**config.mk**
```make
export PLATFORM = sky130hd
export DESIGN_NAME = switch_allocator_flat
export DESIGN_NICKNAME = d
export VERILOG_FILES = /design/src/rtl/switch_allocator_pkg.sv /design/src/rtl/switch_allocator_if.sv /design/src/rtl/switch_allocator_rr_arbiter.sv /design/src/rtl/switch_allocator.sv /design/src/flat_wrapper.sv
export SDC_FILE = /design/constraint.sdc
export NUM_CORES = 1
export LEC_CHECK = 0
export ABC_AREA = 1
export BUFFER_PORTS_ARGS = -buffer_cell sky130_fd_sc_hd__clkbuf_2
export CAP_MARGIN = 20
export CORE_MARGIN = 2
export CORE_UTILIZATION = 55
export CTS_CLUSTER_SIZE = 24
export DETAILED_ROUTE_END_ITERATION = 10
export MAX_ROUTING_LAYER = met4
export PLACE_DENSITY_LB_ADDON = 0.12
export RECOVER_POWER = 25
export REMOVE_ABC_BUFFERS = 1
export SLEW_MARGIN = 15
export SYNTH_ARGS = -nofsm -noshare
export SYNTH_HDL_FRONTEND = slang
export SYNTH_SLANG_ARGS = --single-unit
```
**constraint.sdc**
```tcl
create_clock -name clk -period 4.51 [get_ports clk]
set_input_delay 0.451 -clock clk [delete_from_list [all_inputs] [get_ports clk]]
set_output_delay 0.451 -clock clk [all_outputs]
set_load 0.005 [all_outputs]
```
**src/rtl/switch_allocator_pkg.sv**
```systemverilog
// switch_allocator_pkg: shared allocator state type, index types and default sizes.
package switch_allocator_pkg;
  localparam int NUM_IN_DEF = 4;
  localparam int NUM_OUT_DEF = 4;
  localparam int TIMEOUT_CYCLES_DEF = 256;
  typedef enum logic {IDLE = 1'b0, LOCKED = 1'b1} alloc_state_t;
  typedef logic [$clog2(NUM_IN_DEF)-1:0] in_idx_t;
  typedef logic [$clog2(NUM_OUT_DEF)-1:0] out_idx_t;
endpackage

```
**src/rtl/switch_allocator_if.sv**
```systemverilog
// switch_allocator_if: request/crossbar bundle; timeout_err exists only with SWITCH_ALLOC_TIMEOUT_EN.
interface switch_allocator_if #(
  parameter int NUM_IN = 4,
  parameter int NUM_OUT = 4
);
  localparam int IW = $clog2(NUM_IN);
  localparam int OW = $clog2(NUM_OUT);
  logic [NUM_IN-1:0] req_valid;
  logic [NUM_IN-1:0][OW-1:0] req_dest;
  logic [NUM_IN-1:0] req_last;
  logic [NUM_OUT-1:0] out_ready;
  logic [NUM_IN-1:0] grant;
  logic [NUM_OUT-1:0][IW-1:0] sel;
  logic [NUM_OUT-1:0] enable;
`ifdef SWITCH_ALLOC_TIMEOUT_EN
  logic [NUM_OUT-1:0] timeout_err;
  modport master (output req_valid, req_dest, req_last, out_ready, input grant, sel, enable, timeout_err);
  modport slave (input req_valid, req_dest, req_last, out_ready, output grant, sel, enable, timeout_err);
`else
  modport master (output req_valid, req_dest, req_last, out_ready, input grant, sel, enable);
  modport slave (input req_valid, req_dest, req_last, out_ready, output grant, sel, enable);
`endif
endinterface

```
**src/rtl/switch_allocator_rr_arbiter.sv**
```systemverilog
// rr_arbiter: picks the requester with the smallest distance at or above ptr, wrapping at N.
module rr_arbiter #(
  parameter int N = 4,
  localparam int W = $clog2(N)
) (
  input  logic [N-1:0] req,
  input  logic [W-1:0] ptr,
  output logic [W-1:0] idx,
  output logic         valid
);
  logic [W:0] best, off;
  always_comb begin
    idx = '0;
    valid = 1'b0;
    best = '1;
    off = '0;
    for (int i = 0; i < N; i++) begin
      off = (i >= int'(ptr)) ? (W+1)'(i - int'(ptr)) : (W+1)'(i + N - int'(ptr));
      if (req[i] && off < best) begin
        best = off;
        idx = W'(i);
        valid = 1'b1;
      end
    end
  end
endmodule

```
**src/rtl/switch_allocator.sv**
```systemverilog
// switch_allocator: per-output round-robin wormhole allocator driving crossbar sel/enable and input pops.
// Define SWITCH_ALLOC_TIMEOUT_EN to add the per-output stall watchdog and timeout_err.
module switch_allocator
  import switch_allocator_pkg::*;
#(
  parameter int NUM_IN = NUM_IN_DEF,
  parameter int NUM_OUT = NUM_OUT_DEF
`ifdef SWITCH_ALLOC_TIMEOUT_EN
  , parameter int TIMEOUT_CYCLES = TIMEOUT_CYCLES_DEF
`endif
) (
  input logic clk,
  input logic n_rst,
  switch_allocator_if.slave bus
);
  localparam int IW = $clog2(NUM_IN);
  localparam int OW = $clog2(NUM_OUT);
  alloc_state_t state [NUM_OUT];
  logic [NUM_OUT-1:0][IW-1:0] owner, ptr, win;
  logic [NUM_OUT-1:0][NUM_IN-1:0] elig;
  logic [NUM_OUT-1:0] win_valid, xfer, tmo, done;
  logic [NUM_IN-1:0] busy, grant;
  // an input holding any lock may not contend elsewhere
  always_comb begin
    busy = '0;
    grant = '0;
    for (int o = 0; o < NUM_OUT; o++)
      if (state[o] == LOCKED) busy[owner[o]] = 1'b1;
    for (int o = 0; o < NUM_OUT; o++) begin
      for (int i = 0; i < NUM_IN; i++)
        elig[o][i] = bus.req_valid[i] && bus.req_dest[i] == OW'(o) && !busy[i];
      xfer[o] = state[o] == LOCKED && bus.req_valid[owner[o]] && bus.out_ready[o] && !tmo[o];
      done[o] = (xfer[o] && bus.req_last[owner[o]]) || tmo[o];
      if (xfer[o]) grant[owner[o]] = 1'b1;
    end
  end
  for (genvar o = 0; o < NUM_OUT; o++) begin : g_arb
    rr_arbiter #(.N(NUM_IN)) u_arb (
      .req  (elig[o]),
      .ptr  (ptr[o]),
      .idx  (win[o]),
      .valid(win_valid[o])
    );
  end
  // a freed output idles one cycle before the next allocation
  always_ff @(posedge clk)
    for (int o = 0; o < NUM_OUT; o++)
      if (!n_rst) begin
        state[o] <= IDLE;
        owner[o] <= '0;
        ptr[o] <= '0;
      end else if (state[o] == IDLE) begin
        if (win_valid[o]) begin
          state[o] <= LOCKED;
          owner[o] <= win[o];
        end
      end else if (done[o]) begin
        state[o] <= IDLE;
        ptr[o] <= owner[o] == IW'(NUM_IN - 1) ? '0 : owner[o] + 1'b1;
      end
`ifdef SWITCH_ALLOC_TIMEOUT_EN
  localparam int CW = $clog2(TIMEOUT_CYCLES + 1);
  logic [NUM_OUT-1:0][CW-1:0] cnt;
  always_comb
    for (int o = 0; o < NUM_OUT; o++)
      tmo[o] = state[o] == LOCKED && cnt[o] == CW'(TIMEOUT_CYCLES);
  always_ff @(posedge clk)
    for (int o = 0; o < NUM_OUT; o++)
      cnt[o] <= (!n_rst || state[o] == IDLE || xfer[o] || tmo[o]) ? '0 : cnt[o] + 1'b1;
  assign bus.timeout_err = tmo;
`else
  assign tmo = '0;
`endif
  assign bus.grant = grant;
  assign bus.sel = owner;
  assign bus.enable = xfer;
endmodule

```
**src/flat_wrapper.sv**
```systemverilog
// flat-port wrapper written by rule: the top's interface ports become plain ports
module switch_allocator_flat import switch_allocator_pkg::*;
#(
  parameter int NUM_IN = NUM_IN_DEF,
  parameter int NUM_OUT = NUM_OUT_DEF

)
  (clk, n_rst, bus_req_valid, bus_req_dest, bus_req_last, bus_out_ready, bus_grant, bus_sel, bus_enable);
  switch_allocator_if #(.NUM_IN(NUM_IN), .NUM_OUT(NUM_OUT)) bus_i ();
  input logic clk;
  input logic n_rst;
  input wire logic [$bits(bus_i.req_valid)-1:0] bus_req_valid;
  input wire logic [$bits(bus_i.req_dest)-1:0] bus_req_dest;
  input wire logic [$bits(bus_i.req_last)-1:0] bus_req_last;
  input wire logic [$bits(bus_i.out_ready)-1:0] bus_out_ready;
  output wire logic [$bits(bus_i.grant)-1:0] bus_grant;
  output wire logic [$bits(bus_i.sel)-1:0] bus_sel;
  output wire logic [$bits(bus_i.enable)-1:0] bus_enable;
  assign bus_i.req_valid = bus_req_valid;
  assign bus_i.req_dest = bus_req_dest;
  assign bus_i.req_last = bus_req_last;
  assign bus_i.out_ready = bus_out_ready;
  assign bus_grant = bus_i.grant;
  assign bus_sel = bus_i.sel;
  assign bus_enable = bus_i.enable;
  switch_allocator #(.NUM_IN(NUM_IN), .NUM_OUT(NUM_OUT)) u_core (.clk(clk), .n_rst(n_rst), .bus(bus_i));
endmodule
```
==> flow_metrics.tcl, run 1 <==
set metrics [dict create \
    yosysMostFrequentCell "nand2_1" \
    cp-startpoint "u_core.bus.sel[7]" \
    routed_wl_um 7310 \
    row_count 25 \
    yosysUniqueCellTypes 33 \
    final.fill_count 499 \
    clockBufferDepth 2 \
    synth_top_area_cell "ha_1" \
    vias_per_cell 5.45 \
    vias 2900 \
    critPathArrivalTime_ps 4150 \
    yosysTopAreaCellShare 0.197 \
    grt_overflow 0 \
    final.setup.tns_ps 0 \
    cp_slowest_cell "dfxtp_2" \
    setup_viol 0 \
    drt_iter0_markers 234 \
    synth_common_cells "80 x nand2_1, 67 x inv_1, 44 x ha_1" \
    place_congestion 0.951 \
    slowest_delay_ps 410 \
    cp_cell_sequence "inv_1 -> ha_1 -> nand2_4 -> nand2_4 -> nor2_8 -> nand2_2 -> inv_1 -> ha_1 -> a21boi_2 -> nand2_1 -> nand2_2 -> o21ai_1 -> ha_1 -> a2111o_1 -> nor3_1 -> nand2_2 -> nand2_1 -> o21ai_0 -> ha_1 -> nand3_2 -> nand3_2 -> nand2_4 -> nand2_4 -> nand3_1" \
    status "finished clean" \
    port_buffers 37 \
    diodes 0 \
    synth_edf_count 3 \
    r2r-start "u_core.bus.sel[7]" \
    drive_gt1_frac 0.213 \
    syn_inst 424 \
    dpl_worst_slack_ps 149 \
    netlist_area_mm2 0.00280 \
    multiInputGateArea_mm2 0.00207 \
    postCtsHoldBufs 0 \
    skew_ps 4.41 \
    cts_tree "done" \
    post_cts_resized 0 \
    rsz0062_at_grt "no" \
    start_util 0.581 \
    min_from "u_core.bus.sel[7]" \
    leakagePower_nw 1.61 \
    ios 38 \
    die_w_um 75.3 \
    clk_pin_slew_ps 80 \
    yosys-top-cells-area "ha_1 20%, dfxtp_1 12%, nand2_1 11%" \
    drv_slew 0 \
    die_h_um 75.3 \
    ys_seq_area_frac 0.154 \
    hold_class "register to register" \
    tightestPinTransition_ps 882 \
    setup_ws_ps 336 \
    crit_family "simple AND/OR/NAND/NOR gates" \
    clock-sinks 20 \
    insertion_delay_ps 260 \
    drv_cap 0 \
    final-seq-area_um2 433 \
    cts_setup_buffers 0 \
    hold_viol 0 \
    synth.ff_latch_count 20 \
    h-tree-depth 1 \
    cp.required_ps 4490 \
    antenna_found_initial 0 \
    grt_max_degree 24 \
    power.density_mw_per_mm2 195 \
    syn_avg_cell_area_um2 6.60 \
    nNetsFinal 532 \
    grt_pass1_wl_um 11500 \
    fmax_mhz 240 \
    ant_nets 0 \
    drc 0 \
    yosysWarnings 0 \
    drtPass1Iterations 4 \
    grt_use_total 0.276 \
    fin_util 0.646 \
    root_buffer "clkbuf_8" \
    cp_max_fo 8 \
    path_class "register to register" \
    synthFlopType "dfxtp_1" \
    worstSetupEndpointType "register" \
    fp.dieArea_mm2 0.00567 \
    wl_per_cell_um 13.7 \
    startpoint_type "register" \
    fin_crit_sh 0.926 \
    core_mm2 0.00482 \
    max_slew_margin 0.406 \
    first_global_vias 2583 \
    irDropWorstVdd_uv 184 \
    async_reset_ff_frac 0 \
    cts_buffers 3 \
    fin_crit_ps 4170 \
    hpwlAfterDp_um 6000 \
    placedInstanceArea_mm2 0.00308 \
    final_area_mm2 0.00311 \
    path_buf_inv 2 \
    syn2layout_area_growth_pct 11.4 \
]
==> flip-flops by register name, indices dropped and copies added (netlist names) <==
signal          cells
u_core.bus.sel      8
u_core.ptr          8
u_core.state        4
==> power by group <==
part | internal (mW) | switching [mW]
clock network | 0.0630 | 0.0614
logic | 0.0959 | 0.172
registers | 0.196 | 0.0184
total | 0.355 | 0.252
==> cells by family (layout without fill, tap and decap cells) <==
family | Yosys count | in the layout | synth area share
flops | 20 | 20 | 0.154
simple gates | 195 | 195 | 0.365
buf+inv | 77 | 118 | 0.106
compound gates | 88 | 88 | 0.178
fa+ha+maj | 44 | 44 | 0.197
==> cell usage in the layout (no fill, tap or decap), drive strengths merged <==
cell    synthesis  routed
a2111o          1       1
buf             6       1
or2             1       1
dfxtp          17      17
nand3          33      33
nor4            4       4
edfxtp          3       3
nand3b          1       1
ha             44      44
inv            70      70
a211oi          6       6
a21boi          3       3
and3            3       3
a221oi          1       1
nand2         114     114
nand4          13      13
o22ai           4       4
o21ai          46      46
nor3            3       3
nor2           23      23
clkbuf          1      47
a21oi          27      27
==> per-stage QoR <==
stage	total power, mW	hold WS, ps	std cells
detailed placement	0.486	566	528
CTS	0.608	576	532
finish	0.607	522	532
global route	0.649	550	532
floorplan	0.400	514	417
global placement	0.478	539	528
==> final timing paths <==
check	to	slack (ps)	depth (start not counted)
worst max-delay path	u_core.state[0][0]	340	24
worst max register to register	u_core.state[0][0]	340	24
worst min-delay path	u_core.bus.sel[7]	520	2
worst min register to register	u_core.bus.sel[7]	520	2
==> layer usage <==
metal,vias to the layer above,part of all wire,GRT usage
li1,1495,-,-
met1,1301,0.43,0.341
met2,88,0.49,0.478
met3,16,0.061,0.0397
met4,0,0.016,0.0585
met5,-,0,-
==> worst reg2reg max path, cell delays in order (launching register included) <==
cell	delay, ps
dfxtp_2	410
inv_1	100
ha_1	230
nand2_4	70
nand2_4	60
nor2_8	120
nand2_2	90
inv_1	120
ha_1	240
a21boi_2	160
nand2_1	70
nand2_2	90
o21ai_1	220
ha_1	290
a2111o_1	410
nor3_1	170
nand2_2	150
nand2_1	80
o21ai_0	80
ha_1	290
nand3_2	90
nand3_2	100
nand2_4	110
nand2_4	60
nand3_1	80
==> final cells by class <==
type                            instances  share of cell area
Tap cell                               67              0.0269
Multi-Input combinational cell        327               0.666
Clock buffer                            4              0.0145
Sequential cell                        20               0.139
Timing Repair Buffer                   44              0.0691
Inverter                               70              0.0844
Note: power is estimated with default switching activity, not from simulation.
==> inputs of run 2 (changes only) <==
Settings changed: REMOVE_ABC_BUFFERS 1 to unset.
==> run 2 against run 1 <==
  * First-iteration DRC count is 23% lower
  * Non-clock buffer count is 1 lower
  * Clock skew is 3.3 ps lower
  * Fmax is 0.34% lower
  * Sequential cell count stayed put
==> flow_metrics.tcl, run 2 (synthesis gave the netlist of run 1 again) <==
set metrics [dict create \
    drv_slew 0 \
    die_w_um 75.3 \
    synth_fp_nets 490 \
    fp.dieArea_mm2 0.00567 \
    drtPass1Iterations 6 \
    cts_tree "done" \
    placedInstanceArea_mm2 0.00308 \
    pwr-share-clk 0.203 \
    grt_pass1_wl_um 11600 \
    whs_ps 516 \
    wl_per_cell_um 13.8 \
    cp-startpoint "u_core.bus.sel[7]" \
    path_class "register to register" \
    port_buffers 37 \
    first_global_vias 2599 \
    drt_iter0_markers 180 \
    fin_crit_ps 4190 \
    hpwlAfterDp_um 6030 \
    slowest_delay_ps 410 \
    r2r-start "u_core.bus.sel[7]" \
    dp.cells 527 \
    routed_wl_um 7300 \
    final_cells 531 \
    r2r_cells 24 \
    cp_slowest_cell "dfxtp_2" \
    antenna_found_initial 0 \
    die_h_um 75.3 \
    drv_cap 0 \
    r2r-end "u_core.state[0][0]" \
    power.density_mw_per_mm2 194 \
    final_cell_mix "80 x nand2_1, 67 x inv_1, 44 x ha_1" \
    path_buf_inv 2 \
    drive_gt1_frac 0.211 \
    crit_end "u_core.state[0][0]" \
    clock-sinks 20 \
    fmax_mhz 239 \
    final_common_cell "nand2_1" \
    grt_max_degree 24 \
    grt_use_total 0.270 \
    postCtsHoldBufs 0 \
    hold_class "register to register" \
    nNetsFinal 531 \
    root_buffer "clkbuf_8" \
    worstSetupEndpointType "register" \
    vias_per_cell 5.54 \
    irDropWorstVdd_uv 149 \
    critPathArrivalTime_ps 4160 \
    clk_pin_slew_ps 70 \
    setup_viol 0 \
    path_depth 24 \
    p_sw_frac 0.414 \
    leakagePower_nw 1.60 \
    syn2layout_area_growth_pct 11.1 \
    h-tree-depth 1 \
    hold_viol 0 \
    clockBufferDepth 2 \
    tightestPinTransition_ps 826 \
    ios 38 \
    startpoint_type "register" \
    grt_overflow 0 \
    row_count 25 \
    insertion_delay_ps 260 \
    vias 2942 \
    cp_max_fo 8 \
    start_util 0.581 \
    ant_nets 0 \
    diodes 0 \
    hold_path_depth 2 \
    cts_buffers 3 \
    final.setup.tns_ps 0 \
    finalPower_uw 602 \
    drc 0 \
    cp.required_ps 4480 \
    combPwrFrac 0.440 \
    status "finished clean" \
    fin_crit_sh 0.929 \
    final_area_mm2 0.00311 \
    max_slew_margin 0.444 \
    switchingPower_uw 249 \
    sequentialPowerShare 0.356 \
    crit_family "simple AND/OR/NAND/NOR gates" \
    skew_ps 1.08 \
    regToRegSetupSlack_ps 320 \
    core_mm2 0.00482 \
    place_congestion 0.954 \
    cp_cell_sequence "inv_1 -> ha_1 -> nand2_4 -> nand2_4 -> nor2_8 -> nand2_2 -> inv_1 -> ha_1 -> a21boi_2 -> nand2_1 -> nand2_2 -> o21ai_1 -> ha_1 -> a2111o_1 -> nor3_1 -> nand2_2 -> nand2_1 -> o21ai_0 -> ha_1 -> nand3_2 -> nand3_2 -> nand2_4 -> nand2_4 -> nand3_1" \
    intPower_uw 352 \
    rsz0062_at_grt "no" \
]
==> run 2: timing repair <==
action / CTS / global route
hold endpoints to repair: 0 / 0
endpoints found under the setup margin: 0 / 7
setup buffers: 0 / 0
resized for setup: 0 / 4
==> run 2: area by class of cell <==
cell class | instances | area (um^2)
sequential | 20 | 433
fill | 479 | 1710
timing repair buffer | 43 | 208
inverter | 70 | 263
tap | 67 | 83.8
clock buffer | 4 | 45.0
multi-input combinational | 327 | 2070
==> run 2: worst reg2reg max path, delay by kind of cell (launching register included) <==
family | cells | cell delay [ps]
flops | 1 | 410
fa+ha+maj | 4 | 1050
simple gates | 14 | 1370
compound gates | 4 | 850
buf+inv | 2 | 220
==> run 2: worst min-delay path by stage <==
stage	startpoint	endpoint	slack, ps
finish	u_core.bus.sel[7]	u_core.bus.sel[7]	520
global route	u_core.bus.sel[7]	u_core.bus.sel[7]	550
CTS	u_core.bus.sel[7]	u_core.bus.sel[7]	570
detailed placement	u_core.bus.sel[7]	u_core.bus.sel[7]	560
global placement	u_core.bus.sel[7]	u_core.bus.sel[7]	540
floorplan	u_core.ptr[4]	u_core.ptr[4]	510
==> run 2: power by group through the flow <==
| stage | clock [mW] | combinational (mW) | sequential, mW |
|---|---|---|---|
| 5_1_grt | 0.131 | 0.296 | 0.216 |
| 2_1_floorplan | 0 | 0.188 | 0.217 |
| 6_report | 0.122 | 0.265 | 0.215 |
| 3_5_place_dp | 0 | 0.264 | 0.218 |
| 3_3_place_gp | 0 | 0.258 | 0.217 |
| 4_1_cts | 0.125 | 0.266 | 0.214 |
==> run 2: routing by layer <==
layer / up-vias / GRT usage / wire length, um
met5: - / - / 0
met4: 0 / 0.0487 / 114
met3: 12 / 0.0291 / 319
met2: 73 / 0.470 / 3610
met1: 1364 / 0.341 / 3260
li1: 1493 / - / -
==> run 2: metrics by stage <==
step	utilization	setup slack, ps
floorplan	-	298
global placement	0.639	328
detailed placement	0.639	164
CTS	0.648	148
global route	0.645	38.3
finish	0.645	322
==> inputs of run 3 (changes only) <==
Settings changed: CORE_UTILIZATION 55 to 45, PLACE_DENSITY set to 0.72, PLACE_DENSITY_LB_ADDON 0.12 to unset.
Clock period 4.51 ns to 5.2 ns, I/O delays scaled along.
==> run 3 against run 2 <==
  * Worst setup slack better by 320 ps
  * Register-to-register slack better by 320 ps
  * Critical path depth fell by 1
  * Wire length grew 1.6%
  * Clock power down 11%
  * Sequential power is 9.8% lower
  * Worst hold slack improved by 67 ps
  * Combinational power down 17%
  * First-iteration DRC count shrank 8.9%
  * Fmax down 8.1%
  * Sequential share of layout area hardly changed
  * Critical path type unchanged
  * Critical endpoint unchanged
  * Largest power group unchanged
==> flow_metrics.tcl, run 3 (synthesis gave the netlist of run 1 again) <==
set metrics [dict create \
    antenna_found_initial 0 \
    fmax_mhz 219 \
    drtPass1Iterations 4 \
    drive_gt1_frac 0.205 \
    grt_pass1_wl_um 11900 \
    hold_class "register to register" \
    synth_fp_nets 490 \
    drc 0 \
    finalPower_uw 521 \
    intPower_uw 303 \
    leakagePower_nw 1.59 \
    insertion_delay_ps 260 \
    ios 38 \
    final.setup.tns_ps 0 \
    final_common_cell "nand2_1" \
    worstSetupEndpointType "register" \
    nNetsFinal 525 \
    sequentialPowerShare 0.372 \
    root_buffer "clkbuf_8" \
    cp.required_ps 5180 \
    final_cells 533 \
    path_class "register to register" \
    power.density_mw_per_mm2 169 \
    irDropWorstVdd_uv 114 \
    h-tree-depth 1 \
    start_util 0.470 \
    die_h_um 82.8 \
    cts_setup_buffers 0 \
    place_congestion 0.934 \
    port_buffers 37 \
    fin_util 0.518 \
    drv_cap 0 \
    first_global_vias 2592 \
    core_mm2 0.00596 \
    wl_per_cell_um 13.9 \
    whs_ps 584 \
    cts_tree "done" \
    placedInstanceArea_mm2 0.00304 \
    critPathArrivalTime_ps 4540 \
    multiInputGateArea_mm2 0.00207 \
    combPwrFrac 0.420 \
    dp.cells 529 \
    cp_max_fo 12 \
    clock-sinks 20 \
    rsz0062_at_grt "no" \
    drt_iter0_markers 164 \
    final.fill_count 601 \
    grt_max_degree 24 \
    fin_crit_sh 0.877 \
    startpoint_type "register" \
    setup_viol 0 \
    fin_crit_ps 4560 \
    drv_slew 0 \
    p_sw_frac 0.417 \
    hpwlAfterDp_um 5970 \
    grt_use_total 0.213 \
    final_cell_mix "80 x nand2_1, 67 x inv_1, 44 x ha_1" \
    post_cts_resized 0 \
    skew_ps 2.83 \
    clockBufferDepth 2 \
    die_w_um 82.8 \
    clk_pin_slew_ps 80 \
    cts_buffers 3 \
    grt_overflow 0 \
    hold_viol 0 \
    dpl_worst_slack_ps 656 \
    syn2layout_area_growth_pct 10.3 \
    max_slew_margin 0.488 \
    vias_per_cell 5.32 \
    switchingPower_uw 217 \
    vias 2838 \
    status "finished clean" \
    tightestPinTransition_ps 760 \
    row_count 28 \
    ant_nets 0 \
    fp.dieArea_mm2 0.00686 \
    postCtsHoldBufs 0 \
    setup_ws_ps 640 \
    pwr-share-clk 0.208 \
    routed_wl_um 7420 \
    final_area_mm2 0.00309 \
    final-seq-area_um2 430 \
    diodes 0 \
]
==> run 3: power groups by stage <==
stage	clock network (mW)	registers, mW	logic [mW]
2_1_floorplan	0	0.188	0.163
3_3_place_gp	0	0.196	0.212
3_5_place_dp	0	0.197	0.216
4_1_cts	0.109	0.193	0.218
5_1_grt	0.115	0.196	0.245
6_report	0.108	0.194	0.219
==> run 3: path summary, 6_finish.rpt <==
check                                       start            endpoint  slack (ps)  cells after the start
worst max register to register  u_core.bus.sel[6]  u_core.state[0][0]         640                     23
worst min-delay path            u_core.bus.sel[5]   u_core.bus.sel[5]         580                      2
worst min register to register  u_core.bus.sel[5]   u_core.bus.sel[5]         580                      2
worst max-delay path            u_core.bus.sel[6]  u_core.state[0][0]         640                     23
==> run 3: per-layer routing <==
layer  up-vias  part of all wire  global-route usage
met2        67              0.47               0.353
met1      1272              0.46               0.272
met4         0             0.020              0.0611
met3        17             0.048              0.0268
li1       1482                 -                   -
met5         -                 0                   -
==> run 3: layout make-up <==
type	instances	area share
Inverter	70	0.0852
Clock buffer	4	0.0146
Tap cell	75	0.0304
Sequential cell	20	0.139
Multi-Input combinational cell	327	0.671
Timing Repair Buffer	37	0.0596
==> run 3: worst max-delay path, stage by stage, from the launching register on <==
cell	delay, ps
dfxtp_1	560
inv_1	170
ha_1	280
nand2_4	80
nand2_4	60
nor2_8	160
nand2_2	90
inv_1	110
ha_1	230
a21boi_2	150
nand2_1	70
nand2_2	90
o21ai_0	290
ha_1	300
a2111o_1	410
nor3_1	170
nand2_2	150
o21ai_0	190
ha_1	270
nand3_2	80
nand3_2	100
nand2_4	110
nand2_4	60
nand3_1	80
